==> config.mk <==
export PLATFORM = sky130hd
export DESIGN_NAME = interval_timer
export DESIGN_NICKNAME = d
export VERILOG_FILES = /design/src/rtl/interval_timer.sv
export SDC_FILE = /design/constraint.sdc
export NUM_CORES = 1
export LEC_CHECK = 0
export BUFFER_PORTS_ARGS = -buffer_cell sky130_fd_sc_hd__clkbuf_2
export CELL_PAD_IN_SITES_DETAIL_PLACEMENT = 1
export CELL_PAD_IN_SITES_GLOBAL_PLACEMENT = 1
export CORE_ASPECT_RATIO = 1.1
export CORE_MARGIN = 2
export CORE_UTILIZATION = 38
export DETAILED_ROUTE_END_ITERATION = 7
export GPL_ROUTABILITY_DRIVEN = 0
export HOLD_SLACK_MARGIN = 0.02
export PLACE_DENSITY = 0.75
export SLEW_MARGIN = 15
export SYNTH_ARGS = -nofsm -noshare
export SYNTH_HDL_FRONTEND = slang
export SYNTH_SLANG_ARGS = --single-unit
==> constraint.sdc <==
create_clock -name clk -period 4.6 [get_ports clk]
set_input_delay 0.69 -clock clk [delete_from_list [all_inputs] [get_ports clk]]
set_output_delay 0.69 -clock clk [all_outputs]
set_load 0.02 [all_outputs]
==> src/rtl/interval_timer.sv <==
// -----------------------------------------------------------------------------
// interval_timer
//   Programmable seconds timer for the traffic-light controller. A start
//   request loads the number of seconds selected by `interval`. A prescaler
//   divides clk down to one tick per second. When the last second ends, the
//   block returns a one-cycle `expired` pulse.
//
//   Configuration macro: INTERVAL_TIMER_PROG_EN
//     defined   - base/extended/yellow times can be reloaded through Prog_Sync
//     undefined - the times are fixed at TB_DEF/TE_DEF/TY_DEF and the
//                 programming inputs are ignored (the ports remain)
//
// Ports
//   clk          in  1  system clock, rising edge
//   reset        in  1  asynchronous active-high reset
//   start_timer  in  1  single-cycle start/restart request
//   interval     in  3  interval select, sampled with start_timer
//   Prog_Sync    in  1  synchronized single-cycle programming strobe
//   param_sel    in  2  00 base, 01 extended, 10 yellow, 11 reserved
//   time_value   in  4  new time in seconds (0 is stored as 1)
//   expired      out 1  one-cycle pulse when the running interval ends
//   busy         out 1  high while an interval is running
//   remaining    out 5  seconds left in the running interval, 0 when idle
// -----------------------------------------------------------------------------
module interval_timer #(
  parameter int unsigned TICK_DIV = 50_000_000,
  parameter logic [3:0]  TB_DEF   = 4'd6,
  parameter logic [3:0]  TE_DEF   = 4'd3,
  parameter logic [3:0]  TY_DEF   = 4'd2
) (
  input  logic       clk,
  input  logic       reset,
  input  logic       start_timer,
  input  logic [2:0] interval,
  input  logic       Prog_Sync,
  input  logic [1:0] param_sel,
  input  logic [3:0] time_value,
  output logic       expired,
  output logic       busy,
  output logic [4:0] remaining
);

  localparam int unsigned PW        = (TICK_DIV > 1) ? $clog2(TICK_DIV) : 1;
  localparam int unsigned CW        = 5;
  localparam logic [PW-1:0] PRESC_LAST = PW'(TICK_DIV - 1);

  typedef enum logic {
    IDLE = 1'b0,
    RUN  = 1'b1
  } state_t;

  state_t        state;
  logic [PW-1:0] presc;
  logic [CW-1:0] count;
  logic          busy_q;
  logic          expired_q;

  logic [3:0]    tb_r;
  logic [3:0]    te_r;
  logic [3:0]    ty_r;
  logic [CW-1:0] start_len_c;

`ifdef INTERVAL_TIMER_PROG_EN
  logic [3:0] time_value_c;

  // A zero time is stored as one second, so no interval can have zero length.
  assign time_value_c = (time_value == 4'd0) ? 4'd1 : time_value;

  // Parameter registers. A start in the same cycle still sees the old value.
  always_ff @(posedge clk or posedge reset) begin
    if (reset) begin
      tb_r <= TB_DEF;
      te_r <= TE_DEF;
      ty_r <= TY_DEF;
    end else if (Prog_Sync) begin
      case (param_sel)
        2'b00:   tb_r <= time_value_c;
        2'b01:   te_r <= time_value_c;
        2'b10:   ty_r <= time_value_c;
        default: ;
      endcase
    end
  end
`else
  logic unused_prog;

  // Fixed times; the programming inputs are deliberately left unused.
  assign tb_r        = TB_DEF;
  assign te_r        = TE_DEF;
  assign ty_r        = TY_DEF;
  assign unused_prog = ^{Prog_Sync, param_sel, time_value};
`endif

  // Decode the requested length in seconds. The double-base case is formed
  // at 5 bits, so the largest value (2 x 15 = 30) cannot overflow.
  always_comb begin
    start_len_c = {1'b0, tb_r};
    case (interval)
      3'b000:  start_len_c = {1'b0, tb_r};
      3'b001:  start_len_c = {1'b0, te_r};
      3'b010:  start_len_c = {1'b0, ty_r};
      3'b011:  start_len_c = {tb_r, 1'b0};
      default: start_len_c = {1'b0, tb_r};
    endcase
  end

  // Timer FSM. A start always wins, including over the final tick, and it
  // aborts a running interval without an expired pulse.
  always_ff @(posedge clk or posedge reset) begin
    if (reset) begin
      state     <= IDLE;
      presc     <= '0;
      count     <= '0;
      busy_q    <= 1'b0;
      expired_q <= 1'b0;
    end else begin
      expired_q <= 1'b0;
      if (start_timer) begin
        state  <= RUN;
        presc  <= '0;
        count  <= start_len_c;
        busy_q <= 1'b1;
      end else begin
        case (state)
          IDLE: begin
            presc  <= '0;
            count  <= '0;
            busy_q <= 1'b0;
          end
          RUN: begin
            if (presc == PRESC_LAST) begin
              presc <= '0;
              if (count == CW'(1)) begin
                state     <= IDLE;
                count     <= '0;
                busy_q    <= 1'b0;
                expired_q <= 1'b1;
              end else begin
                count <= count - CW'(1);
              end
            end else begin
              presc <= presc + PW'(1);
            end
          end
          default: begin
            state  <= IDLE;
            presc  <= '0;
            count  <= '0;
            busy_q <= 1'b0;
          end
        endcase
      end
    end
  end

  assign expired   = expired_q;
  assign busy      = busy_q;
  assign remaining = count;

endmodule

==> impl_metrics.json <==
{
  "regArea_um2": 851,
  "cts_tree": "done",
  "clock_tree.buffer_depth": 2,
  "slew_violations": 0,
  "cp_data_required_time_ps": 4770,
  "timing.critical_path.fanout_max": 13,
  "setup_violations": 0,
  "stdcell_area_um2": 2140,
  "cp_slowest_cell": "sky130_fd_sc_hd__o21ai_1",
  "met1_length_um": 2090,
  "postRouteAntennaNets": 0,
  "synth.lib_cells_used.distinct": 42,
  "multi_input_comb_area_um2": 1030,
  "mappedNetlistArea_um2": 1960,
  "num_vias": 1650,
  "critPathArrivalTime_ps": 2460,
  "worst-path-stages": 6,
  "initial_core_util": 0.391,
  "fill_cells": 602,
  "power.static_leakage_nw": 0.831,
  "layout.nets": 238,
  "worstSetupPathType": "reg -> reg",
  "insertion_delay_ps": 290,
  "grt_pass1_vias": 1693,
  "placementRows": 27,
  "min_period_over_period": 0.498,
  "drt-total-wl_um": 4480,
  "die_width_um": 72.4,
  "highest_layer": "met4",
  "groute.usage.overall": 0.177,
  "grt_setup_unrepaired": "false",
  "drtPass1Iterations": 4,
  "placed_cell_area_um2": 2050,
  "route.met3.wl_um": 100,
  "worstMarginPinSlew_ps": 711,
  "power_per_cell_area_nw_per_um2": 271,
  "clk_pin_slew_ps": 70,
  "cap_violations": 0,
  "drtIter0Drc": 58,
  "ys_dominant_reg_cell": "sky130_fd_sc_hd__dfrtp_1",
  "gr-total-overflow": 0,
  "cts_hold_repair.buffers": 0,
  "drive_above_1_share": 0.139,
  "grt_first_pass_wirelength_um": 8000,
  "antenna-diode-count": 0,
  "vdd.ir_drop.worst_v": 0.000121,
  "cp-end-kind": "flop",
  "finClkSkew_ps": 8.89,
  "vias_per_cell": 5.87,
  "path_delay_family": "compound AO/OA/AOI/OAI gates",
  "post_cts_buffers": 0,
  "final_min_period_ps": 2290,
  "syn-instance-count": 212,
  "synth-edff-count": 0,
  "worst_setup_path_start_kind": "flop",
  "final-hold-violation-count": 0,
  "cts.sinks": 34,
  "die_height_um": 79.3,
  "synth.yosys.seq_area_share": 0.435,
  "clk_root_buffer_cell": "sky130_fd_sc_hd__clkbuf_8",
  "timing.slew.headroom": 0.523,
  "antenna_violations_before_repair": 0,
  "synthArstFlopShare": 1.00,
  "cp_num_buf_inv": 1,
  "ff2ff_path_depth": 6,
  "floorplan_die_area_um2": 5740,
  "synth_fp_nets": 228,
  "achievable-frequency_mhz": 437,
  "ys_ff_latch": 34,
  "syn-mean-instance-area_um2": 9.23,
  "post-dp-hpwl_um": 3220,
  "area.growth.synth_to_final_pct": 9.40,
  "core_area_um2": 5000,
  "crit_path_max_cell_delay_ps": 620,
  "synth_warnings": 0,
  "length_of_routed_met2_wiring_um": 2200,
  "total_cts_buffers": 5,
  "wl_per_cell_um": 15.9,
  "drt_drc_violations_left": 0,
  "number_of_buffers_added_on_ports": 12,
  "htreeDepth": 2,
  "cp_cell_sequence": "ha_1 -> and4_2 -> nand4_1 -> o21ai_1 -> buf_4 -> a21oi_1",
  "pin_count_of_the_biggest_net_entering_global_routing": 35,
  "min-delay-path-class": "in -> async",
  "fin_tns_setup_ps": 0,
  "run_status": "completed",
  "ioPinCount": 20,
  "cts_resized": 0
}
[metal layers]
metal,vias to the layer above,global-route usage
li1,801,-
met1,820,0.227
met2,19,0.290
met3,10,0.0368
met4,0,0.0685
met5,-,0
[cell usage after synthesis (2+ instances only)]
cell type                   n  area, um^2
sky130_fd_sc_hd__dfrtp_1   34         851
sky130_fd_sc_hd__nand2_1   20        75.1
sky130_fd_sc_hd__nor2_1    18        67.6
sky130_fd_sc_hd__nand3_1   12        60.1
sky130_fd_sc_hd__nand4_1   10        62.6
sky130_fd_sc_hd__o21ai_0    9        45.0
sky130_fd_sc_hd__xnor2_1    9        78.8
sky130_fd_sc_hd__a21oi_1    8        40.0
sky130_fd_sc_hd__or3_1      8        50.1
sky130_fd_sc_hd__inv_1      6        22.5
sky130_fd_sc_hd__nor3_1     6        30.0
sky130_fd_sc_hd__or4_1      6        45.0
sky130_fd_sc_hd__and3_1     5        31.3
sky130_fd_sc_hd__buf_2      5        25.0
sky130_fd_sc_hd__clkbuf_1   5        18.8
sky130_fd_sc_hd__and4_1     4        35.0
sky130_fd_sc_hd__nor4_1     4        25.0
sky130_fd_sc_hd__o31ai_1    4        30.0
sky130_fd_sc_hd__xor2_1     4        35.0
sky130_fd_sc_hd__a21oi_2    3        26.3
sky130_fd_sc_hd__ha_1       3        37.5
sky130_fd_sc_hd__nor4b_1    3        26.3
sky130_fd_sc_hd__o211ai_1   3        22.5
sky130_fd_sc_hd__a31oi_1    2        12.5
sky130_fd_sc_hd__nand3b_1   2        15.0
sky130_fd_sc_hd__nand4b_1   2        17.5
sky130_fd_sc_hd__or4_4      2        22.5
[cell type report]
| class | count | share of cell area |
|---|---|---|
| repair buffers | 14 | 0.0351 |
| inverters | 6 | 0.0105 |
| well taps | 58 | 0.0339 |
| flip-flops and latches | 34 | 0.397 |
| clock buffers | 7 | 0.0403 |
| multi-input cells | 161 | 0.480 |
| clock inverters | 1 | 0.00234 |
[placed cells by master, fill, tap and decap left out, types with 2 or more instances in the layout]
| cell | n |
|---|---|
| sky130_fd_sc_hd__xor2_1 | 4 |
| sky130_fd_sc_hd__nand4_1 | 10 |
| sky130_fd_sc_hd__buf_4 | 2 |
| sky130_fd_sc_hd__a31oi_1 | 2 |
| sky130_fd_sc_hd__nor2_1 | 18 |
| sky130_fd_sc_hd__nand4b_1 | 2 |
| sky130_fd_sc_hd__nand2_1 | 20 |
| sky130_fd_sc_hd__o211ai_1 | 3 |
| sky130_fd_sc_hd__o31ai_1 | 4 |
| sky130_fd_sc_hd__xnor2_1 | 9 |
| sky130_fd_sc_hd__nor4b_1 | 3 |
| sky130_fd_sc_hd__clkbuf_2 | 12 |
| sky130_fd_sc_hd__clkbuf_8 | 6 |
| sky130_fd_sc_hd__nor4_1 | 4 |
| sky130_fd_sc_hd__inv_1 | 6 |
| sky130_fd_sc_hd__or3_1 | 8 |
| sky130_fd_sc_hd__ha_1 | 3 |
| sky130_fd_sc_hd__and4_1 | 4 |
| sky130_fd_sc_hd__or4_4 | 2 |
| sky130_fd_sc_hd__o21ai_0 | 8 |
| sky130_fd_sc_hd__or4_1 | 6 |
| sky130_fd_sc_hd__a21oi_2 | 3 |
| sky130_fd_sc_hd__nor3_1 | 6 |
| sky130_fd_sc_hd__nand3_1 | 12 |
| sky130_fd_sc_hd__and3_1 | 5 |
| sky130_fd_sc_hd__nand3b_1 | 2 |
| sky130_fd_sc_hd__a21oi_1 | 8 |
| sky130_fd_sc_hd__dfrtp_1 | 34 |
[tightest hold or removal path: stages]
cell	delay, ps
sky130_fd_sc_hd__clkbuf_2	80
sky130_fd_sc_hd__inv_1	40
sky130_fd_sc_hd__buf_4	380
[final timing paths]
kind,to,slack (ps),startpoint
setup / recovery,presc[24]$_DFF_PP0_,2310,presc[0]$_DFF_PP0_
hold reg to reg,busy$_DFFE_PP0P_,520,busy$_DFFE_PP0P_
min in group clk,busy$_DFFE_PP0P_,520,busy$_DFFE_PP0P_
hold / removal,presc[4]$_DFF_PP0_,470,reset
max in group asynchronous,presc[13]$_DFF_PP0_,3820,reset
setup reg to reg,presc[24]$_DFF_PP0_,2310,presc[0]$_DFF_PP0_
[registers in the layout, indices dropped and copies added (netlist names)]
name and cells:
expired 1, busy 1, state 1, remaining 5, presc 26
[report_power, final]
group	leakage (nW)	internal [mW]	switching, mW
registers	0.456	0.304	0.00757
clock network	0.0482	0.121	0.109
logic	0.327	0.0139	0.0251
total	0.831	0.438	0.142
[per-stage QoR]
| step | utilization | cells | hold WS (ps) | worst slack [ps] | total power, mW |
|---|---|---|---|---|---|
| after floorplan | - | 212 | 475 | 2570 | 0.342 |
| after global placement | 0.410 | 273 | 500 | 2310 | 0.356 |
| after detailed placement | 0.410 | 273 | 512 | 2270 | 0.357 |
| after CTS | 0.428 | 281 | 480 | 2260 | 0.588 |
| after global routing | 0.428 | 281 | 515 | 2050 | 0.604 |
| final | 0.428 | 281 | 466 | 2310 | 0.580 |
[kinds of logic (layout without fill, tap and decap cells)]
logic type | after synthesis | count (layout) | share of synthesized area
mux | 1 | 1 | 0.00512
simple gates | 110 | 110 | 0.331
compound gates | 34 | 34 | 0.113
fa+ha+maj | 3 | 3 | 0.0192
flops | 34 | 34 | 0.435
xor+xnor | 13 | 13 | 0.0582
buf+inv | 17 | 28 | 0.0396
Note: power is estimated with default switching activity, not from simulation.
